### src/rtl/fifo_pkg.sv
// Shared types and helpers for the dual-clock FIFO pointer logic.
// Holds the default geometry and the Gray/binary conversion functions.
// Both controllers use the same pointer encoding.
package fifo_pkg;

    localparam int FIFO_AW_DEF       = 4;
    localparam int FIFO_SYNC_STG_DEF = 2;

    // Working width of the conversion helpers. Callers zero-extend a narrower
    // pointer into this width and cast the result back down. Zero upper bits
    // leave the low bits of both conversions exact, so one pair of functions
    // serves every pointer width up to this size.
    localparam int FIFO_FN_W = 32;

    function automatic logic [FIFO_FN_W-1:0] bin2gray(input logic [FIFO_FN_W-1:0] b);
        return b ^ (b >> 1);
    endfunction

    // Prefix XOR from the MSB down.
    function automatic logic [FIFO_FN_W-1:0] gray2bin(input logic [FIFO_FN_W-1:0] g);
        logic [FIFO_FN_W-1:0] b;
        b[FIFO_FN_W-1] = g[FIFO_FN_W-1];
        for (int i = FIFO_FN_W - 2; i >= 0; i--) begin
            b[i] = b[i+1] ^ g[i];
        end
        return b;
    endfunction

endpackage

### src/rtl/fifo_ptr_sync.sv
// Generic WIDTH x STAGES flop chain that carries a Gray pointer across a clock
// domain boundary. Reset is synchronous and active-low. The write-side
// controller instantiates the same block.
module fifo_ptr_sync #(
    parameter int WIDTH  = 5,
    parameter int STAGES = 2
) (
    input  logic             clk,
    input  logic             rst_n,
    input  logic [WIDTH-1:0] d,
    output logic [WIDTH-1:0] q
);

    logic [WIDTH-1:0] stg_q [STAGES];
    logic [WIDTH-1:0] stg_d [STAGES];

    // Each stage takes the previous stage; stage 0 takes the foreign pointer.
    always_comb begin
        stg_d[0] = d;
        for (int i = 1; i < STAGES; i++) begin
            stg_d[i] = stg_q[i-1];
        end
    end

    // Shift the chain, or clear every stage during reset.
    always_ff @(posedge clk) begin
        if (!rst_n) begin
            for (int i = 0; i < STAGES; i++) begin
                stg_q[i] <= '0;
            end
        end else begin
            for (int i = 0; i < STAGES; i++) begin
                stg_q[i] <= stg_d[i];
            end
        end
    end

    assign q = stg_q[STAGES-1];

endmodule

### src/rtl/fifo_rd_ctrl.sv
// Read-side controller of the dual-clock FIFO. Everything here runs on I_RD_CLK.
// It synchronises the write pointer, advances the read pointer on accepted
// reads and registers the empty, almost-empty and level flags. The flags are
// computed from next-state pointers, so a read is reflected on its own edge.
// Optional feature: define FIFO_RD_UNDERFLOW_EN to get a sticky underflow flag
// on O_RD_UNDERFLOW. Without it the port is tied to 0.
module fifo_rd_ctrl
    import fifo_pkg::*;
#(
    parameter int AW       = FIFO_AW_DEF,
    parameter int SYNC_STG = FIFO_SYNC_STG_DEF
) (
    input  logic          I_RD_CLK,
    input  logic          I_RD_RST_N,
    input  logic          I_RD_EN,
    input  logic [AW:0]   I_RD_WR_PTR,
    input  logic [AW:0]   I_RD_AE_THR,
    output logic [AW-1:0] O_RD_ADDR,
    output logic [AW:0]   O_RD_PTR,
    output logic          O_RD_EMPTY,
    output logic          O_RD_AEMPTY,
    output logic [AW:0]   O_RD_LEVEL,
    output logic          O_RD_ACK,
    output logic          O_RD_UNDERFLOW
);

    localparam int PW = AW + 1;

    logic [AW:0] wr_gray_s;
    logic [AW:0] wr_bin_s;

    logic [AW:0] rd_bin_q,   rd_bin_d;
    logic [AW:0] rd_gray_q,  rd_gray_d;
    logic [AW:0] level_q,    level_d;
    logic        empty_q,    empty_d;
    logic        aempty_q,   aempty_d;
    logic        ack;

    fifo_ptr_sync #(
        .WIDTH  (PW),
        .STAGES (SYNC_STG)
    ) u_wr_ptr_sync (
        .clk   (I_RD_CLK),
        .rst_n (I_RD_RST_N),
        .d     (I_RD_WR_PTR),
        .q     (wr_gray_s)
    );

    // Accept reads only when data is present. Derive the next pointers and
    // the flags they imply against the synchronised write pointer.
    always_comb begin
        ack       = I_RD_EN & ~empty_q;
        rd_bin_d  = rd_bin_q + PW'(ack);
        rd_gray_d = PW'(bin2gray(FIFO_FN_W'(rd_bin_d)));
        wr_bin_s  = PW'(gray2bin(FIFO_FN_W'(wr_gray_s)));
        // Modulo subtraction: a full FIFO has differing MSBs and equal low
        // bits, which yields exactly 2**AW.
        level_d   = wr_bin_s - rd_bin_d;
        empty_d   = (rd_gray_d == wr_gray_s);
        // The threshold shares the level's width. A threshold of 2**AW or
        // more keeps the flag high, and a threshold of 0 mirrors empty.
        aempty_d  = (level_d <= I_RD_AE_THR);
    end

    // Pointer and flag registers.
    always_ff @(posedge I_RD_CLK) begin
        if (!I_RD_RST_N) begin
            rd_bin_q  <= '0;
            rd_gray_q <= '0;
            level_q   <= '0;
            empty_q   <= 1'b1;
            aempty_q  <= 1'b1;
        end else begin
            rd_bin_q  <= rd_bin_d;
            rd_gray_q <= rd_gray_d;
            level_q   <= level_d;
            empty_q   <= empty_d;
            aempty_q  <= aempty_d;
        end
    end

`ifdef FIFO_RD_UNDERFLOW_EN
    logic underflow_q, underflow_d;

    // A read request while empty latches the error until the next reset.
    always_comb begin
        underflow_d = underflow_q | (I_RD_EN & empty_q);
    end

    // Sticky underflow register.
    always_ff @(posedge I_RD_CLK) begin
        if (!I_RD_RST_N) begin
            underflow_q <= 1'b0;
        end else begin
            underflow_q <= underflow_d;
        end
    end

    assign O_RD_UNDERFLOW = underflow_q;
`else
    assign O_RD_UNDERFLOW = 1'b0;
`endif

    assign O_RD_ADDR   = rd_bin_q[AW-1:0];
    assign O_RD_PTR    = rd_gray_q;
    assign O_RD_EMPTY  = empty_q;
    assign O_RD_AEMPTY = aempty_q;
    assign O_RD_LEVEL  = level_q;
    assign O_RD_ACK    = ack;

endmodule
### config.mk
export PLATFORM = sky130hd
export DESIGN_NAME = fifo_rd_ctrl
export DESIGN_NICKNAME = d
export VERILOG_FILES = /design/src/rtl/fifo_pkg.sv /design/src/rtl/fifo_ptr_sync.sv /design/src/rtl/fifo_rd_ctrl.sv
export SDC_FILE = /design/constraint.sdc
export NUM_CORES = 1
export LEC_CHECK = 0
export CAP_MARGIN = 20
export CORE_ASPECT_RATIO = 0.75
export CORE_MARGIN = 4
export CORE_UTILIZATION = 45
export CTS_CLUSTER_DIAMETER = 100
export DETAILED_ROUTE_END_ITERATION = 10
export DONT_BUFFER_PORTS = 1
export PLACE_DENSITY_LB_ADDON = 0.1
export SLEW_MARGIN = 40
export SYNTH_ARGS = -nofsm -noshare
export SYNTH_HDL_FRONTEND = slang
export SYNTH_SLANG_ARGS = --single-unit
### constraint.sdc
create_clock -name I_RD_CLK -period 6.2 [get_ports I_RD_CLK]
set_clock_uncertainty 0.1 [all_clocks]
set_input_delay 0.62 -clock I_RD_CLK [delete_from_list [all_inputs] [get_ports I_RD_CLK]]
set_output_delay 0.62 -clock I_RD_CLK [all_outputs]
set_load 0.01 [all_outputs]
==> results.yml, run 1 <==
sta:
  rsz0062_at_grt: "no"
  hold_viol_final: 0
  holdWs_ns: 0.3325
  setup_viol: 0
  slew_violations: 0
  period_share_pct: 53.22
  totalNegativeSetupSlack_ns: 0
  min_period_ns: 3.300
  max_freq_ghz: 0.3030
route:
  dr.pass1.iters: 2
  drt_wl_total_um: 1928
  drc_errors: 0
  viasPerCell: 4.608
  drtAntennaViolNets: 0
  vias: 728
  wl_per_cell_um: 12.20
  drt-initial-drc-count: 17
synth:
  synth_xor_area_share_pct: 18.54
  synth_top_family_by_area: "XOR/XNOR gates"
  seq_area_frac_synth_pct: 41.68
  synth_compound_area_share_pct: 6.012
  synth_area_um2: 1249
  muxShareOfSynthArea_pct: 1.603
  synth_fp_nets: 145
  syn-mean-instance-area_um2: 10.41
  synth-simple-area-share_pct: 14.73
  synth_warnings: 0
  ys_ff_latch: 26
  synth_adder_area_share_pct: 12.63
  synth_cells: 120
  ys_types: 30
final_layout:
  drive_gt1_share_pct: 8.197
  final_nets: 148
  syn2layout_area_growth_pct: 8.417
  n_antenna_cell: 0
clock_network:
  cts-root-buf: "clkbuf_8"
  clkLatencyLatePin_ns: 0.27
  clock-sinks: 26
  post-cts-setup-buffers: 0
  cts_resized: 0
  path_clk_slew_ns: 0.09
  clockBufferDepth: 2
  cts_buffers: 3
  ctsHtreeMaxLevel: 1
  cts_hold_buffers: 0
  cts_tree: "yes"
floorplanning:
  die_area_um2: 3690
  die_h_um: 53.62
  fp.dieW_um: 68.83
  row_count: 16
  core-area_um2: 2623
  io-pin-count: 31
  initial_core_util_pct: 47.61
power:
  ir_drop_mv: 0.1225
  power.density_nw_per_um2: 303.0
  power.leakage_nw: 0.5866
hold_path:
  min_path_type: "in -> reg"
critical_path:
  cp.required_ns: 6.29
  critPathMaxFanout: 3
  worst-r2r-setup-slack_ns: 2.90
  crit_type: "reg -> reg"
  end_kind: "register"
  start_kind: "register"
  arrival_ns: 3.39
grt:
  antenna_found_initial: 0
  grt_pass1_vias: 729
  grt_pass1_wl_um: 3318
  grt.overflow.total: 0
  grt_use_total_pct: 12.52
  grt_max_degree: 18
placement:
  port-buffer-count: 0
  dp_hpwl_um: 1537
  place.gp.congestion: 0.7713
status:
  status: "finished, final reports clean"
run:
  maxCapViolCount: 0
path summary, 6_finish.rpt:
check,from,endpoint,cells after the start
max,u_wr_ptr_sync.stg_q[0][9],O_RD_AEMPTY,13
min reg2reg,u_wr_ptr_sync.stg_q[0][4],u_wr_ptr_sync.stg_q[0][9],1
min,I_RD_RST_N,O_RD_AEMPTY,1
max reg2reg,u_wr_ptr_sync.stg_q[0][9],O_RD_AEMPTY,13
power breakdown:
| part | leakage, nW | switching (mW) | internal (mW) | total, mW |
|---|---|---|---|---|
| clock | 0.0357 | 0.0522 | 0.0863 | 0.138 |
| sequential | 0.214 | 0.0118 | 0.181 | 0.193 |
| combinational | 0.337 | 0.0387 | 0.0401 | 0.0788 |
state kept, by name, summed over array words and instances, names as in the netlist:
register	count
O_RD_AEMPTY	1
O_RD_EMPTY	1
O_RD_LEVEL	5
O_RD_PTR	4
rd_bin_q	5
u_wr_ptr_sync.stg_q	10
area by class of cell:
type | instances | area, um^2
Tap cell | 36 | 45.04
Clock inverter | 1 | 30.03
Fill cell | 253 | 1269
Sequential cell | 26 | 520.5
Clock buffer | 3 | 41.29
Inverter | 12 | 45.04
Multi-Input combinational cell | 80 | 671.9
per-layer routing:
layer  wire length [um]  global-route usage [%]  vias up
met1                914                   15.80      329
met2                910                   19.97       15
met5                  0                       0        -
met3                 95                   4.593        2
met4                  7                   3.883        0
li1                   -                       -      382
worst max-delay path, cell delays in order (launching register included):
cell      delay (ns)
dfxtp_1         0.38
xor2_1          0.23
xnor2_1         0.19
xor2_1          0.36
xor2_1          0.13
ha_1            0.25
fa_1            0.51
inv_1           0.05
ha_1            0.28
nor2b_1         0.13
o21a_1          0.16
o21a_1          0.16
o21a_1          0.16
o221ai_1        0.15
placed cells by master (no fill, tap or decap), types with 2 or more instances in the layout:
cell      instances
a21o_1            2
a21oi_1           2
and2_1           14
clkbuf_8          3
dfxtp_1          26
ha_1             11
inv_1            10
mux2i_1           2
nand2_1           4
nor2_1            9
nor2b_1           2
o21a_1            3
xnor2_1          13
xor2_1            4
xor2_2            2
cells by family after synthesis:
group / after synthesis
adder cells (fa/ha/maj): 12
AND/OR/NAND/NOR: 34
flip-flops: 26
AO/OA/AOI/OAI: 10
multiplexers: 2
buffers and inverters: 14
other: 1
XOR/XNOR: 21
stage by stage:
| step | power [mW] | util [%] | worst slack (ns) | instances | instance area, um^2 |
|---|---|---|---|---|---|
| finish | 0.4102 | 51.62 | 2.900 | 158 | 1354 |
| global route | 0.4394 | 51.62 | 2.614 | 158 | 1354 |
| CTS | 0.4196 | 51.62 | 2.866 | 158 | 1354 |
| detailed placement | 0.2783 | 48.90 | 2.689 | 154 | 1282 |
| global placement | 0.2755 | 48.90 | 2.788 | 154 | 1282 |
| floorplan | 0.2625 | - | 2.894 | 120 | 1249 |
cell usage after synthesis (all sizes together):
cell type	instances	share of area, %
a32oi	1	0.70
ha	11	11
xnor3	1	1.8
conb	1	0.30
nand3	2	1.2
o221ai	1	0.70
nor2b	2	1.0
mux2i	2	1.6
a41o	1	0.80
fa	1	1.6
dfxtp	26	42
xor2	6	5.4
o21a	3	1.8
clkinv	1	0.30
nor2	9	2.7
and2	15	7.6
nand4	1	0.50
a21oi	2	0.80
buf	1	0.60
a21o	2	1.2
inv	11	3.3
nand2b	1	0.50
nand2	4	1.2
clkbuf	1	0.30
xnor2	14	11
No activity file was read; power rests on OpenSTA's default activity.
==> run 2: changes to the inputs <==
Clock period 6.2 ns to 2.9 ns, I/O delays scaled along.
==> run 2 against run 1 <==
The run now ends with setup timing left. Die area stayed put. Combinational power grew to 2.9 times the previous value. First-iteration DRC count is 29% lower. Critical path depth stayed put. Sequential power is 110% higher. Via count is 8.8% higher. Non-clock buffer count is 13 higher. Setup slack worse by 3.1 ns. Final area is 12% higher. Register-to-register slack worse by 3.1 ns. Critical endpoint unchanged. Largest cell class unchanged. Highest routed layer unchanged.
==> results.yml, run 2 (synthesized netlist as in run 1, its figures left out) <==
status:
  status: "complete, but fails checks"
  violations: "setup timing"
sta:
  finalWorstSetupSlack_ns: -0.1712
  setup_viol: 1
  holdWs_ns: 0.03630
  slew_violations: 0
  period_share_pct: 105.9
  min_period_ns: 3.071
  max_freq_ghz: 0.3256
  rsz0062_at_grt: "yes"
  hold_viol_final: 0
final_layout:
  fin_area_um2: 1510
  drive_gt1_share_pct: 24.44
  fill_cells: 224
  layout_commonest_cell: "dfxtp_1"
  final_cell_mix: "dfxtp_1 (24), and2_1 (14), xnor2_1 (12), buf_4 (12)"
  largest_reg_flops: 10
  n_antenna_cell: 0
  regMostFlops: "u_wr_ptr_sync.stg_q"
  syn2layout_area_growth_pct: 20.94
  final_nets: 161
route:
  viasPerCell: 4.632
  drtAntennaViolNets: 0
  wl_met2_um: 1117
  drc_errors: 0
  wl_per_cell_um: 13.05
  vias: 792
  top_layer: "met4"
  dr.pass1.iters: 4
  wl_met3_um: 173
  drt-met1-wl_um: 932
  drt-initial-drc-count: 12
  drt_wl_total_um: 2231
power:
  p_clk_share_pct: 31.5
  p_comb_share_pct: 24.5
  p_int_uw: 698.0
  finalPower_uw: 938.1
  power.leakage_nw: 0.6562
  power_frac_seq_pct: 44.0
  ir_drop_mv: 0.3226
  swShare_pct: 25.60
  p_switching_uw: 240.1
  power.density_nw_per_um2: 621.2
critical_path:
  arrival_ns: 3.16
  cp_common_cell: "o21a_1"
  start_kind: "register"
  slowest_stage: "fa_1"
  cp.required_ns: 2.99
  crit_type: "reg -> reg"
  cpPeakStageDelay_ns: 0.45
  end_kind: "register"
  critPathMaxFanout: 2
  cp_cell_sequence: "xor2_2 > xnor2_2 > xor2_2 > xor2_1 > ha_2 > fa_1 > inv_2 > ha_4 > nor2b_4 > o21a_1 > o21a_1 > o21a_1 > o221ai_2"
floorplanning:
  die_h_um: 53.62
  io-pin-count: 31
  core-area_um2: 2623
  die_area_um2: 3690
  initial_core_util_pct: 47.61
  fp.dieW_um: 68.83
  row_count: 16
run:
  maxCapViolCount: 0
placement:
  pre_cts_ws_ns: -0.1960
  dp_hpwl_um: 1648
  place.gp.congestion: 0.7509
  dpl_cell_area_um2: 1350
  port-buffer-count: 0
hold_path:
  min_path_type: "in -> reg"
grt:
  grt_use_total_pct: 13.06
  grt.overflow.total: 0
  antenna_found_initial: 0
  grt_max_degree: 18
  grt_pass1_vias: 780
  grt_pass1_wl_um: 3484
clock_network:
  clock-sinks: 26
  cts_buffers: 3
  cts_tree: "yes"
  cts-root-buf: "clkbuf_8"
  clockBufferDepth: 2
  clkLatencyLatePin_ns: 0.27
  ctsHtreeMaxLevel: 1
  path_clk_slew_ns: 0.09
## run 2: cell count changes in the layout (fill, tap and decap cells not counted), moves of 2 or more
cell     change
dfxtp_1      -2
nor2b_1      -2
xor2_1       -2
ha_1         -2
xor2_2       +2
buf_4       +12
dfxtp_2      +2
## run 2: stage by stage
stage / util [%] / std cells / TNS [ns]
3_5_place_dp: 51.48 / 162 / -0.1960
2_1_floorplan: - / 120 / -0.09946
3_3_place_gp: 51.48 / 162 / -0.05726
6_report: 57.59 / 171 / -0.1712
5_1_grt: 57.59 / 171 / -0.3349
4_1_cts: 55.34 / 168 / -0.1412
## run 2: repair_timing
item                                    4_1_cts  5_1_grt
hold endpoints to repair                      0        1
buffers inserted                              2        2
gates cloned                                  0        0
resized for setup                             2        6
pin swaps                                     6        6
hold buffers                                  0        1
endpoints found under the setup margin        1        1
## run 2: path summary, 6_finish.rpt
kind | start | endpoint | slack (ns) | depth (start not counted)
worst max-delay path | u_wr_ptr_sync.stg_q[0][8] | O_RD_AEMPTY | -0.17 | 13
worst min-delay path | I_RD_RST_N | u_wr_ptr_sync.stg_q[0][0] | 0.04 | 1
worst max register to register | u_wr_ptr_sync.stg_q[0][8] | O_RD_AEMPTY | -0.17 | 13
worst min register to register | u_wr_ptr_sync.stg_q[0][2] | u_wr_ptr_sync.stg_q[0][7] | 0.34 | 1
## run 2: power groups by stage
stage | sequential, mW | clock, mW | combinational, mW
3_5_place_dp | 0.422 | 0 | 0.186
2_1_floorplan | 0.418 | 0 | 0.145
3_3_place_gp | 0.420 | 0 | 0.180
4_1_cts | 0.414 | 0.302 | 0.197
5_1_grt | 0.416 | 0.318 | 0.259
6_report | 0.413 | 0.296 | 0.229
## run 2: critical path: cells and delay by family, from the launching register on
family | cells | cell delay, ns
buffers and inverters | 1 | 0.09
and+or+nand+nor | 1 | 0.12
xor gates and xnor gates | 4 | 0.87
AOI/OAI and AO/OA | 4 | 0.61
adders and majority gates | 3 | 0.86
DFF | 1 | 0.35
## run 2: cell type report
| cell class | count | area, um^2 | share of cell area, % |
|---|---|---|---|
| repair buffers | 13 | 100.1 | 6.628 |
| clock inverters | 1 | 30.03 | 1.988 |
| clock buffers | 3 | 41.29 | 2.734 |
| multi-input cells | 80 | 725.7 | 48.05 |
| well taps | 36 | 45.04 | 2.983 |
| flip-flops and latches | 26 | 523.0 | 34.63 |
| inverters | 12 | 45.04 | 2.983 |
## run 2: per-layer routing
metal	vias to the layer above	global-route usage [%]
li1	405	-
met3	2	5.846
met4	0	2.589
met2	24	22.82
met5	-	0
met1	361	14.80
==> patch 1: new RTL, config.mk and constraints of run 2 <==
Build with the macro `FIFO_RD_UNDERFLOW_EN` defined.
--- a/src/rtl/fifo_rd_ctrl.sv
+++ b/src/rtl/fifo_rd_ctrl.sv
@@ -4,6 +4,8 @@
 // computed from next-state pointers, so a read is reflected on its own edge.
 // Optional feature: define FIFO_RD_UNDERFLOW_EN to get a sticky underflow flag
 // on O_RD_UNDERFLOW. Without it the port is tied to 0.
+`define FIFO_RD_UNDERFLOW_EN
+
 module fifo_rd_ctrl
     import fifo_pkg::*;
 #(
Function: changed (Yosys sat finds a counterexample within 4 cycles, from zero or initial values and one cycle with I_RD_RST_N low).
==> patch 1 against run 2 <==
The flow still finishes with violations (negative setup slack). Synthesized area is 1.7% higher. Sequential power is 4% higher. Largest cell class unchanged. Cell count is 1.2% higher. Critical endpoint unchanged. Sequential cell count is 1 higher. Power is 9.5% lower. Highest routed layer unchanged. Wire length is 2.4% lower. Setup slack better by 46 ps. Design area is 0.50% lower.
==> patch 1: results (changes against run 2) <==
stage,metric,value,unit,change
yosys,yosysUniqueCellTypes,27,,was 30
route,drt_iter0_markers,20,,was 12
placed_design,dp_hpwl,1.71,mm,was 1.65 mm
yosys,synth.top_cells.by_count,"27 x dfxtp_1, 14 x and2_1, 13 x xnor2_1",,"was 26 x dfxtp_1, 14 x and2_1, 13 x xnor2_1"
global_routing,antenna_found_initial,0,,unchanged
global_routing,grt_pass1_wl,3.84,mm,was 3.48 mm
cells_and_area,drive_gt1_share,21.9,%,was 24.4%
yosys,synthesis.nets,147,,was 145
sta,post-route-worst-setup-slack,-125,ps,was -171 ps
global_routing,met1_usage,15.3,%,was 14.8%
cells_and_area,instances_no_fill,173,,was 171
power,ir_drop,0.351,mV,was 0.323 mV
yosys,synth_area_leaders,"dfxtp_1 43%, ha_1 11%, xnor2_1 9.0%",,"was dfxtp_1 42%, ha_1 11%, xnor2_1 9.1%"
yosys,yosysSeqAreaShare,42.6,%,was 41.7%
cells_and_area,final_nets,163,,was 161
worst_hold_path,holdPathEnd,O_RD_LEVEL[3],,was u_wr_ptr_sync.stg_q[0][0]
cells_and_area,fin_area,1500,µm²,was 1510 µm²
outcome,violations,negative setup slack,,unchanged
setup_path,slowest_delay,450,ps,about the same
yosys,avgSynthCellArea,10.4,µm²,about the same
outcome,status,finished with violations,,unchanged
sta,setup_tns,-125,ps,was -171 ps
global_routing,grt_util_all_layers,13.4,%,was 13.1%
global_routing,grt_pass1_vias,896,,was 780
setup_path,crit_family,adder cells,,was XOR/XNOR gates
route,via_per_inst,4.71,,was 4.63
sta,setup_violations,1,,unchanged
global_routing,use_met2,24.1,%,was 22.8%
global_routing,met3_usage,5.60,%,was 5.85%
setup_path,arrival,3120,ps,was 3160 ps
setup_path,cp_max_fo,2,,unchanged
placed_design,gp_congestion,0.738,,was 0.751
power,p_leak,0.654,nW,was 0.656 nW
placed_design,placed_cell_area,1380,µm²,was 1350 µm²
route,wirelength,2.18,mm,was 2.23 mm
cells_and_area,nFillCells,235,,was 224
==> patch 1: logic make-up (layout without fill, tap and decap cells) <==
group / after synthesis / in the layout / share of synthesized area, %
AOI/OAI and AO/OA: 11 / 11 / 6.30
xor gates and xnor gates: 21 / 21 / 18.2
and+or+nand+nor: 35 / 35 / 14.8
muxes: 2 / 2 / 1.58
DFF: 27 / 27 / 42.6
adders and majority gates: 12 / 12 / 12.4
buffers and inverters: 14 / 29 / 4.14
==> patch 1: routing by layer <==
layer  routed length (µm)  part of all wire [%]
met2                 1040                    48
met4                    7                  0.32
met3                  149                   6.8
met5                    0                     0
met1                  983                    45
==> patch 1: worst max-delay path by stage <==
stage / start / end / slack, ps / cells after the start
after detailed placement: u_wr_ptr_sync.stg_q[0][8] / O_RD_AEMPTY / -140 / 13
after floorplan: u_wr_ptr_sync.stg_q[0][8] / O_RD_AEMPTY / -100 / 13
after CTS: u_wr_ptr_sync.stg_q[0][8] / O_RD_AEMPTY / -100 / 13
after global routing: u_wr_ptr_sync.stg_q[0][8] / O_RD_AEMPTY / -300 / 13
after global placement: u_wr_ptr_sync.stg_q[0][9] / O_RD_AEMPTY / -50 / 13
final: u_wr_ptr_sync.stg_q[0][8] / O_RD_AEMPTY / -130 / 13
==> patch 1: area by class of cell <==
type / count / share of cell area [%]
flip-flops and latches: 27 / 36.3
inverters: 12 / 3.00
clock inverters: 1 / 0.333
clock buffers: 3 / 2.75
well taps: 36 / 3.00
repair buffers: 13 / 6.66
multi-input cells: 81 / 48.0
==> patch 1: worst register-to-register path: cells and delay by family (launching register included) <==
family / cells / cell delay, ps
fa+ha+maj: 3 / 860
xor+xnor: 4 / 800
compound gates: 4 / 610
flops: 1 / 370
simple gates: 1 / 120
buf+inv: 1 / 90
==> patch 1: timing repair <==
action	4_1_cts	5_1_grt
endpoints found under the hold margin	1	0
endpoints found under the setup margin	1	1
buffers inserted	2	1
gates resized for setup	2	4
pin swaps	4	6
hold buffers	1	0
==> patch 1: metrics by stage <==
step                setup WS (ps)  hold slack, ps
floorplan                   -99.5             312
global placement            -51.6             275
detailed placement           -143             277
CTS                          -104            28.7
global route                 -299            21.1
finish                       -125            34.4
==> patch 1: report_power, final <==
group	switching, mW	internal [mW]
Combinational	0.0982	0.113
Clock	0.114	0.0962
Sequential	0.0258	0.402
Total	0.238	0.611
==> patch 2: new RTL, config.mk and constraints of run 2 <==
Without the edit above. Register the output `O_RD_LEVEL` once more; this adds one clock of latency there. The other outputs are not delayed to match.
--- a/src/rtl/fifo_rd_ctrl.sv
+++ b/src/rtl/fifo_rd_ctrl.sv
@@ -105,7 +105,9 @@
     assign O_RD_PTR    = rd_gray_q;
     assign O_RD_EMPTY  = empty_q;
     assign O_RD_AEMPTY = aempty_q;
-    assign O_RD_LEVEL  = level_q;
+    always_ff @(posedge I_RD_CLK) begin
+        O_RD_LEVEL <= level_q;
+    end
     assign O_RD_ACK    = ack;
 
 endmodule
Check against the original RTL: not equivalent (a bounded check fails within 4 cycles, from zero or initial values and one cycle with I_RD_RST_N low).
==> patch 2 against run 2 <==
The run still ends with negative setup slack left. Setup slack improved by 43 ps. Design area up 8.1%. First-iteration DRC count is 140% higher. Wire length up 3.9%. Global-route usage barely moved. Power grew 12%. Sequential cell count rose by 5. Synthesized area grew 8.0%. Core utilization up 1.9 points. Sequential power is 20% higher. Critical path type unchanged. Largest power group unchanged.
==> patch 2: results (changes against run 2) <==
stage,metric,value,unit,change
outcome,violations,negative setup slack,,unchanged
setup_path,cp_max_fo,2,,unchanged
yosys,ys_warn_count,0,,unchanged
placed_design,io_buffer_count,0,,unchanged
sta,holdWs,37.4,ps,was 36.3 ps
worst_hold_path,hp-class,in2reg,,unchanged
cells_and_area,nFillCells,235,,was 224
worst_hold_path,hold_start,I_RD_RST_N,,unchanged
sta,post-route-worst-setup-slack,-128,ps,was -171 ps
yosys,synth_area_leaders,"dfxtp_1 46%, ha_1 10%, xnor2_1 8.4%",,"was dfxtp_1 42%, ha_1 11%, xnor2_1 9.1%"
cells_and_area,utilization,59.5,%,was 57.6%
yosys,synthesis.nets,150,,was 145
yosys,yosysSeqAreaShare,46.0,%,was 41.7%
yosys,avgSynthCellArea,10.8,µm²,was 10.4 µm²
placed_design,gp_congestion,0.861,,was 0.751
outcome,status,finished with violations,,unchanged
power,intPower,0.775,mW,was 0.698 mW
placed_design,dp_hpwl,1.82,mm,was 1.65 mm
setup_path,critical_path_class,reg2reg,,unchanged
route,wirelength,2.32,mm,was 2.23 mm
clock_network,cts-root-buf,clkbuf_8,,unchanged
cells_and_area,largest_register,u_wr_ptr_sync.stg_q,,unchanged
global_routing,antenna_found_initial,0,,unchanged
global_routing,grt_util_all_layers,13.0,%,was 13.1%
cells_and_area,n_antenna_cell,0,,unchanged
global_routing,grt_max_degree,18,,unchanged
setup_path,crit_slowest_cell,fa_1,,unchanged
setup_path,r2r_cells,13,,unchanged
yosys,async_flop_share,0,%,unchanged
setup_path,arrival,3120,ps,was 3160 ps
route,via_per_inst,4.60,,was 4.63
sta,setup_tns,-128,ps,was -171 ps
route,dr.pass1.iters,2,,was 4
placed_design,placed_cell_area,1470,µm²,was 1350 µm²
cells_and_area,largest_reg_flops,10,,unchanged
sta,setup_violations,1,,unchanged
global_routing,grt_pass1_wl,3.96,mm,was 3.48 mm
worst_hold_path,holdPathEnd,u_wr_ptr_sync.stg_q[0][8],,was u_wr_ptr_sync.stg_q[0][0]
power,p_leak,0.706,nW,was 0.656 nW
setup_path,crit_family,adder cells,,was XOR/XNOR gates
placed_design,dp_slack,-183,ps,was -196 ps
clock_network,clkTransAtPathRegs,60,ps,was 90 ps
route,drt_iter0_markers,29,,was 12
power,comb_power,0.225,mW,was 0.229 mW
clock_network,h-tree-depth,2,,was 1
yosys,synth.top_cells.by_count,"31 x dfxtp_1, 14 x and2_1, 13 x xnor2_1",,"was 26 x dfxtp_1, 14 x and2_1, 13 x xnor2_1"
yosys,synth_top_area_cell,dfxtp_1,,unchanged
power,ir_drop,0.413,mV,was 0.323 mV
global_routing,grt_pass1_vias,837,,was 780
setup_path,r2r_end,O_RD_AEMPTY,,unchanged
power,p_sw_share,26.1,%,was 25.6%
cells_and_area,instances_no_fill,179,,was 171
setup_path,rr_startpoint,u_wr_ptr_sync.stg_q[0][8],,unchanged
cells_and_area,drive_gt1_share,24.5,%,was 24.4%
power,clkPwrFrac,31.1,%,was 31.5%
cells_and_area,final_nets,168,,was 161
yosys,yosysUniqueCellTypes,30,,unchanged
clock_network,cts_buffers,5,,was 3
==> patch 2: cells by family (layout without fill, tap and decap cells) <==
kind of cell,Yosys count,in the layout,synth area share [%]
muxes,2,2,1.48
xor gates and xnor gates,21,21,17.2
AOI/OAI and AO/OA,10,10,5.57
other,1,1,0.278
DFF,31,31,46.0
buffers and inverters,14,32,4.17
and+or+nand+nor,34,34,13.6
adders and majority gates,12,12,11.7
==> patch 2: what timing repair did <==
action,CTS,global route
setup endpoints to repair,1,1
buffers inserted,1,1
gates resized for setup,2,6
pin swaps,3,6
hold endpoints to repair,1,0
hold buffers,1,0
gates cloned,0,0
==> patch 2: per-layer routing <==
metal	global-route usage, %	wire [µm]	up-vias
li1	-	-	425
met5	0	0	-
met3	6.34	176	4
met4	4.83	28	0
met1	16.4	1060	371
met2	19.1	1050	23
==> patch 2: layout make-up <==
class	instances	share of cell area, %
clock buffers	6	5.06
flip-flops and latches	31	38.3
clock inverters	1	0.307
inverters	12	2.76
repair buffers	13	6.13
well taps	36	2.76
multi-input cells	80	44.7
